## config.mk

```make
export PLATFORM = sky130hd
export DESIGN_NAME = clk_div_prog
export DESIGN_NICKNAME = d
export VERILOG_FILES = /design/src/rtl/clk_div_prog.sv
export SDC_FILE = /design/constraint.sdc
export NUM_CORES = 1
export LEC_CHECK = 0
export ABC_CLOCK_PERIOD_IN_PS = 3500
export BUFFER_PORTS_ARGS = -buffer_cell sky130_fd_sc_hd__buf_2
export CAP_MARGIN = 20
export CORE_ASPECT_RATIO = 1.4
export CORE_MARGIN = 10
export CORE_UTILIZATION = 40
export CTS_BUF_LIST = sky130_fd_sc_hd__clkbuf_8
export DETAILED_ROUTE_END_ITERATION = 6
export GPL_TIMING_DRIVEN = 0
export PLACE_DENSITY = 0.67
export SYNTH_ARGS = -nofsm -noshare
export SYNTH_HDL_FRONTEND = slang
export SYNTH_SLANG_ARGS = --single-unit
```

## constraint.sdc

```tcl
create_clock -name clk -period 3.5 [get_ports clk]
set_clock_uncertainty 0.1 [all_clocks]
set_input_delay 0.175 -clock clk [delete_from_list [all_inputs] [get_ports clk]]
set_output_delay 0.175 -clock clk [all_outputs]
set_load 0.01 [all_outputs]
```

## src/rtl/clk_div_prog.sv

```systemverilog
// -----------------------------------------------------------------------------
// clk_div_prog
//   Runtime-programmable integer clock divider. Produces a registered divided
//   clock (out_clk) and a one-cycle strobe (out_tick) on each of its rising
//   edges. A new divisor is requested through div_load/div_val and only takes
//   effect at a period boundary, so out_clk never produces a runt pulse.
//   Downstream logic is expected to use out_tick as an enable.
//
// Ports
//   clk       in   system clock, all logic on posedge
//   rst       in   synchronous reset, active-high
//   en        in   count enable; 0 freezes the divider
//   div_val   in   requested divisor, sampled when div_load=1
//   div_load  in   one-cycle load request
//   div_ack   out  one-cycle pulse: pending divisor has just become active
//   div_err   out  one-cycle pulse: load rejected (div_val < 2)
//   pending   out  an accepted divisor is waiting for a period boundary
//   div_cur   out  divisor currently in effect
//   out_clk   out  divided clock (high ceil(D/2), low floor(D/2) cycles)
//   out_tick  out  one-cycle pulse coincident with each out_clk rising edge
// -----------------------------------------------------------------------------
module clk_div_prog #(
  parameter int CNT_W       = 16,
  parameter int DEFAULT_DIV = 6
) (
  input  logic             clk,
  input  logic             rst,
  input  logic             en,
  input  logic [CNT_W-1:0] div_val,
  input  logic             div_load,
  output logic             div_ack,
  output logic             div_err,
  output logic             pending,
  output logic [CNT_W-1:0] div_cur,
  output logic             out_clk,
  output logic             out_tick
);

  localparam logic [CNT_W-1:0] DEF_DIV = CNT_W'(DEFAULT_DIV);
  localparam logic [CNT_W-1:0] ONE     = CNT_W'(1);
  localparam logic [CNT_W-1:0] TWO     = CNT_W'(2);

  // Load handshake: div_load is a one-cycle request carrying div_val; there is
  // no ready, a request is always taken. A legal value (>= 2) raises pending
  // and is answered later by exactly one div_ack pulse on the boundary edge
  // that makes it active (an overwritten request is never acked). An illegal
  // value is answered by div_err on the next cycle and leaves all state alone.

  logic [CNT_W-1:0] cnt;
  logic [CNT_W-1:0] pend_div;
  logic [CNT_W-1:0] half;
  logic             at_boundary;
  logic             load_ok;
  logic             load_bad;

  // ceil(D/2) computed without needing an extra bit: D - floor(D/2).
  assign half        = div_cur - (div_cur >> 1);
  assign at_boundary = (cnt == div_cur - ONE);
  assign load_ok     = div_load && (div_val >= TWO);
  assign load_bad    = div_load && (div_val <  TWO);

  always_ff @(posedge clk) begin
    if (rst) begin
      cnt      <= '0;
      out_clk  <= 1'b0;
      out_tick <= 1'b0;
      div_cur  <= DEF_DIV;
      pend_div <= DEF_DIV;
      pending  <= 1'b0;
      div_ack  <= 1'b0;
      div_err  <= 1'b0;
    end else begin
      div_ack  <= 1'b0;
      out_tick <= 1'b0;
      div_err  <= load_bad;

      if (en) begin
        if (at_boundary) begin
          cnt      <= '0;
          out_clk  <= 1'b1;
          out_tick <= 1'b1;
          // Swapping the divisor here is what keeps out_clk glitch-free:
          // cnt restarts at 0 in the same edge, so it is always < new D.
          if (pending) begin
            div_cur <= pend_div;
            pending <= 1'b0;
            div_ack <= 1'b1;
          end
        end else begin
          cnt <= cnt + ONE;
          if (cnt == half - ONE) begin
            out_clk <= 1'b0;
          end
        end
      end

      // Placed after the boundary logic on purpose: a load on a boundary edge
      // wins over the clear above and stays pending for the next boundary,
      // while the boundary itself used the value held before this edge.
      if (load_ok) begin
        pend_div <= div_val;
        pending  <= 1'b1;
      end
    end
  end

endmodule

```

==> run summary, run 1 <==
Minimum clock period -> 3000 ps
GR Util met3 -> 2.13%
Area grow syn2layout -> 13.0%
Gate Count Post-Synth -> 461
Worst EP required -> 3650 ps
First-pass GRT wire length -> 17100 um
Met1 usage -> 16.0%
Drt via density -> 5.52
Share of cells above drive strength 1 -> 12.8%
DP HPWL -> 8260 um
Worst Tran Pin Value -> 553 ps
Vias -> 3453
Drt drc -> 0
Hold depth -> 3
Die Area -> 14000 um2
Average size of a mapped cell -> 8.33 um2
Root Buffer Master -> clkbuf_8
RSZ-0062 raised after global routing -> no
P per Cell Area -> 243 nW/um2
CTS tree -> yes
Grt met2 use -> 27.5%
Yosys cell types -> 55
Die Y -> 136 um
Setup TNS -> 0 ps
H-tree depth -> 2
Synth area leader -> dfxtp_1
Peak supply drop -> 0.353 mV
Clk slew on worst S/H paths -> 100 ps
Post-synth EDFFs -> 0
Crit path kind -> reg -> reg
Hold Path End -> pend_div[3]
Fmax -> 0.333 GHz
Final Hold Fails -> 0
Primary FF master, synth -> dfxtp_1
R2R setup slack -> 500 ps
Final GP Congestion -> 0.974
Final wirelength -> 10300 um
Grt total ovfl -> 0
Pre-CTS WS -> 586 ps
DR iter-0 viols -> 203
Mapped Nets -> 514
Post-synth ARST share -> 0%
Synth area leaders -> dfxtp_1 28%, ha_1 10%, xor2_1 6.6%
Syn. warnings -> 0
R2R cell count -> 9
Sequential-to-total area share from yosys stat -> 27.6%
Number of buffers added on ports -> 39
Status -> complete, no violations
Row Count -> 42
Num CTS Buffers -> 5
I/O pin total -> 41
Final Max Slew Viols -> 0
Vias in the first global route -> 3538
FF+latch count, synth -> 53
Rel. slew slack -> 63.0%
Placed cells -> 610
Initial antenna violation count -> 0
Startpoint types -> flop
Clock Sinks -> 53
Crit-path max FO -> 6
Crit Reg-Reg Startpoint -> div_cur[5]
Final WS setup -> 500 ps
DIE WIDTH -> 103 um
Largest net degree at the start of global routing -> 17
Clock Tree Buf Depth -> 2
Final period utilization -> 85.7%
WL per Instance -> 16.5 um
Max cap viols -> 0
Post-Syn Area -> 3840 um2
Postcts setup bufs -> 0
Diodes inserted -> 0
Lkg Pwr -> 0.00203 uW
# setup viols final -> 0
Endpoint class of the critical path -> flop
RR Endpoint -> out_clk
Drt first pass iters -> 4
Initial Util -> 40.8%
Worst hold path type -> in -> reg
Core area -> 9410 um2
CP arrival -> 3150 ps
Post-Layout Cell Count -> 626
Total Nets Final -> 568
Top cell type's share of synthesized area -> 27.6%
Clock Latency Late Sink -> 320 ps
# fillers -> 911
Antenna viol nets, final -> 0
Worst Min Path Start -> div_val[3]
GRT Resource Usage Total -> 15.3%
Layer with the highest usage -> met2
==> synth_stat cells (all sizes together) (2+ instances only) <==
library cell and n:
o22ai 2, clkbuf 13, o31a 2, nor3 10, inv 28, or3 5
nand3b 2, o211ai 3, ha 32, nand3 16, a31o 2, and4b 4
and4 3, nand2 32, nor4 6, a21o 2, o21ai 11, nor3b 5
o31ai 5, nand2b 8, a21oi 24, xnor2 27, or4 2, mux2i 23
buf 9, nor2 49, dfxtp 53, and3 6, a211oi 9, nor2b 11
nand4 8, xor2 29, a211o 5
==> timing repair <==
action,CTS,global route
resized for setup,0,0
hold buffers,8,0
endpoints found under the setup margin,0,0
hold endpoints to repair,8,0
==> flip-flops by register name, indices dropped and copies added, names as in the netlist <==
name      flops
pend_div     16
div_ack       1
div_cur      16
div_err       1
out_clk       1
cnt          16
pending       1
out_tick      1
==> logic make-up (layout without fill, tap and decap cells) <==
| logic type | Yosys count | after routing | share of synthesized area, % |
|---|---|---|---|
| AO/OA/AOI/OAI | 76 | 76 | 13.8 |
| XOR/XNOR | 56 | 56 | 12.8 |
| adder cells (fa/ha/maj) | 33 | 33 | 10.9 |
| buffers and inverters | 50 | 105 | 5.90 |
| flip-flops | 53 | 53 | 27.6 |
| multiplexers | 24 | 24 | 6.29 |
| AND/OR/NAND/NOR | 169 | 169 | 22.7 |
==> metrics by stage <==
| step | cell area, um2 | power [uW] | hold slack [ps] | util [%] |
|---|---|---|---|---|
| global route | 4340 | 1110 | 29.4 | 46.2 |
| CTS | 4340 | 1070 | 3.47 | 46.2 |
| floorplan | 3840 | 688 | 193 | - |
| global placement | 4170 | 715 | 302 | 44.4 |
| finish | 4340 | 1060 | 15.1 | 46.2 |
| detailed placement | 4170 | 718 | 301 | 44.4 |
==> worst max-delay path by stage <==
stage               startpoint      end  slack, ps  depth (start not counted)
global placement    div_cur[2]   cnt[7]        620                         10
CTS                 div_cur[2]   cnt[6]        550                         10
detailed placement  div_cur[2]  cnt[12]        590                         10
global route        div_cur[2]  cnt[10]        370                         10
floorplan           div_cur[2]  out_clk        910                          9
finish              div_cur[5]  out_clk        500                          9
==> layer usage <==
layer	wire length, um	vias to the layer above
met3	347	39
met4	575	0
met2	5350	94
met5	0	-
li1	-	1711
met1	4030	1609
==> critical path, stage by stage (launching register included) <==
cell and delay, ps:
dfxtp_1 480, inv_1 130, ha_1 420, nor2b_1 250
nor3_1 80, a211oi_2 530, mux2_2 410, o22ai_1 130
and4b_1 220, a41oi_2 180
==> power by group <==
part           total [uW]  switching [uW]  internal, uW
combinational        85.0            45.9          39.1
clock                 346             208           139
sequential            625            8.57           617
==> cell type report <==
type                       instances  area (um2)  share of cell area, %
tap                              110         138                   3.17
clock buffer                       5        68.8                   1.59
inverter                          28         105                   2.42
buffer                            22         121                   2.80
sequential                        53        1060                   24.4
multi-input combinational        358        2550                   58.8
timing repair buffer              47         275                   6.34
clock inverter                     3        18.8                  0.432
==> cells in the final DEF, fill, tap and decap left out, drive strengths merged, types with 6 or more instances in the layout <==
cell / Yosys / layout
mux2i: 23 / 23
o21ai: 11 / 11
nand4: 8 / 8
a211oi: 9 / 9
nor2: 49 / 49
ha: 32 / 32
nand2b: 8 / 8
clkbuf: 13 / 18
xor2: 29 / 29
xnor2: 27 / 27
a21oi: 24 / 24
dlygate4sd3: 0 / 8
nor2b: 11 / 11
nand3: 16 / 16
nand2: 32 / 32
nor4: 6 / 6
nor3: 10 / 10
and3: 6 / 6
buf: 9 / 48
inv: 28 / 29
dfxtp: 53 / 53
No activity file was read; power rests on OpenSTA's default activity.
==> run 2: changes to the inputs <==
Settings changed: CORE_ASPECT_RATIO 1.4 to 0.6.
==> run 2 against run 1 <==
Net effect: non-clock buffer count is 3 lower; sequential power about the same; worst hold slack worse by 10 ps; maximum frequency is 8.0% lower; final cell count is 2.7% higher; core utilization increased by 0.95 points; largest power group unchanged.
==> run summary, run 2 (same netlist as run 1, synthesis figures left out) <==
Status -> complete, no violations
Drt first pass iters -> 5
Peak supply drop -> 0.202 mV
Setup TNS -> 0 ps
Clk slew on worst S/H paths -> 100 ps
Final Max Slew Viols -> 0
Antenna viol nets, final -> 0
Post-Route Utilization -> 47.1%
Switching power -> 273 uW
Endpoint class of the critical path -> flop
RSZ-0062 raised after global routing -> no
Sw Ratio -> 24.0%
Minimum clock period -> 3260 ps
Largest regs -> cnt: 16 flops, div_cur: 16 flops, pend_div: 16 flops
Grt total ovfl -> 0
Register share of total power -> 54.9%
Largest net degree at the start of global routing -> 17
Worst Tran Pin Value -> 791 ps
P per Cell Area -> 261 nW/um2
Die Y -> 95.9 um
CP arrival -> 3350 ps
I/O pin total -> 41
Vias in the first global route -> 3169
Rel. slew slack -> 47.1%
First-pass GRT wire length -> 17400 um
R2R setup slack -> 240 ps
Max cap viols -> 0
Area grow syn2layout -> 13.5%
Initial Util -> 41.5%
Clock Sinks -> 53
# setup viols final -> 0
Crit Reg-Reg Startpoint -> div_cur[5]
Hold depth -> 3
H-tree depth -> 2
Drt via density -> 5.43
Drt drc -> 0
Worst hold path type -> in -> reg
Initial antenna violation count -> 0
Lkg Pwr -> 0.00203 uW
Hold Path End -> pend_div[12]
Worst Min Path Start -> div_val[12]
Num CTS Buffers -> 5
Total power -> 1140 uW
Commonest non-fill, non-tap cell in the layout -> dfxtp_1
Vias -> 3492
Final Hold Fails -> 0
Clock Latency Late Sink -> 320 ps
Core area -> 9260 um2
CTS tree -> yes
Fmax -> 0.307 GHz
Clk pwr share -> 37.3%
Die Area -> 14100 um2
Worst EP required -> 3590 ps
Placed cells -> 630
Cell-internal power -> 866 uW
DIE WIDTH -> 147 um
DP HPWL -> 8810 um
Startpoint types -> flop
Comb power frac -> 7.8%
Final GP Congestion -> 0.934
Final period utilization -> 93.2%
Root Buffer Master -> clkbuf_8
Commonest non-fill, non-tap cells in the layout -> 53 x dfxtp_1, 49 x nor2_1, 45 x buf_2
Total Nets Final -> 565
Clock Tree Buf Depth -> 2
DR iter-0 viols -> 281
Final WS setup -> 239 ps
Row Count -> 27
Pre-CTS WS -> 382 ps
RR Endpoint -> out_clk
GRT Resource Usage Total -> 15.5%
Post-Layout Cell Count -> 643
Crit path kind -> reg -> reg
WL per Instance -> 17.3 um
Number of buffers added on ports -> 39
R2R cell count -> 9
Diodes inserted -> 0
Final wirelength -> 11100 um
Crit-path max FO -> 6
Postcts setup bufs -> 0
Share of cells above drive strength 1 -> 12.9%
-- run 2: changes by cell type in the layout (fill, tap and decap cells not counted) --
cell           previous run  this run
bufinv_16                 0         1
clkinv_4                  0         1
clkinvlp_4                2         0
dlygate4sd3_1             8         5
-- run 2: power by group through the flow --
stage / registers [uW] / logic, uW / clock network [uW]
2_1_floorplan: 637 / 50.8 / 0
3_3_place_gp: 638 / 80.2 / 0
3_5_place_dp: 639 / 82.4 / 0
4_1_cts: 625 / 87.1 / 430
5_1_grt: 627 / 97.3 / 458
6_report: 625 / 88.7 / 425
-- run 2: layout make-up --
| cell class | instances | area, um2 |
|---|---|---|
| Sequential cell | 53 | 1060 |
| Buffer | 22 | 121 |
| Clock inverter | 3 | 42.5 |
| Timing Repair Buffer | 44 | 245 |
| Inverter | 28 | 105 |
| Fill cell | 925 | 4900 |
| Clock buffer | 5 | 68.8 |
| Multi-Input combinational cell | 358 | 2550 |
| Tap cell | 130 | 163 |
-- run 2: stage by stage --
stage / instance area (um2) / hold slack (ps)
6_report: 4360 / 4.88
5_1_grt: 4360 / 0.540
4_1_cts: 4360 / 0.905
3_5_place_dp: 4200 / 323
3_3_place_gp: 4200 / 317
2_1_floorplan: 3840 / 193
-- run 2: worst max-delay path: stages, from the launching register on --
cell,delay (ps)
dfxtp_1,470
inv_1,120
ha_1,410
or2_2,310
a211oi_1,510
o21ai_0,260
a31oi_1,210
o21ai_0,100
nor4_1,470
a41oi_2,170
-- run 2: metal layers --
metal / share of wire [%] / vias to the layer above / GRT usage, %
li1: - / 1704 / -
met1: 53 / 1674 / 23.5
met2: 39 / 104 / 21.6
met3: 7.6 / 10 / 3.70
met4: 0.53 / 0 / 2.82
met5: 0 / - / 0
-- run 2: how the worst max path moves through the flow --
| stage | to | startpoint | slack (ps) |
|---|---|---|---|
| after global routing | out_clk | div_cur[4] | 100 |
| final | out_clk | div_cur[5] | 240 |
| after detailed placement | out_clk | div_cur[4] | 380 |
| after floorplan | out_clk | div_cur[2] | 910 |
| after CTS | out_clk | div_cur[4] | 360 |
| after global placement | out_clk | div_cur[4] | 410 |
-- run 2: repair_timing --
| action | in CTS | in global routing |
|---|---|---|
| endpoints found under the hold margin | 5 | 0 |
| resized for setup | 0 | 0 |
| hold buffers | 5 | 0 |
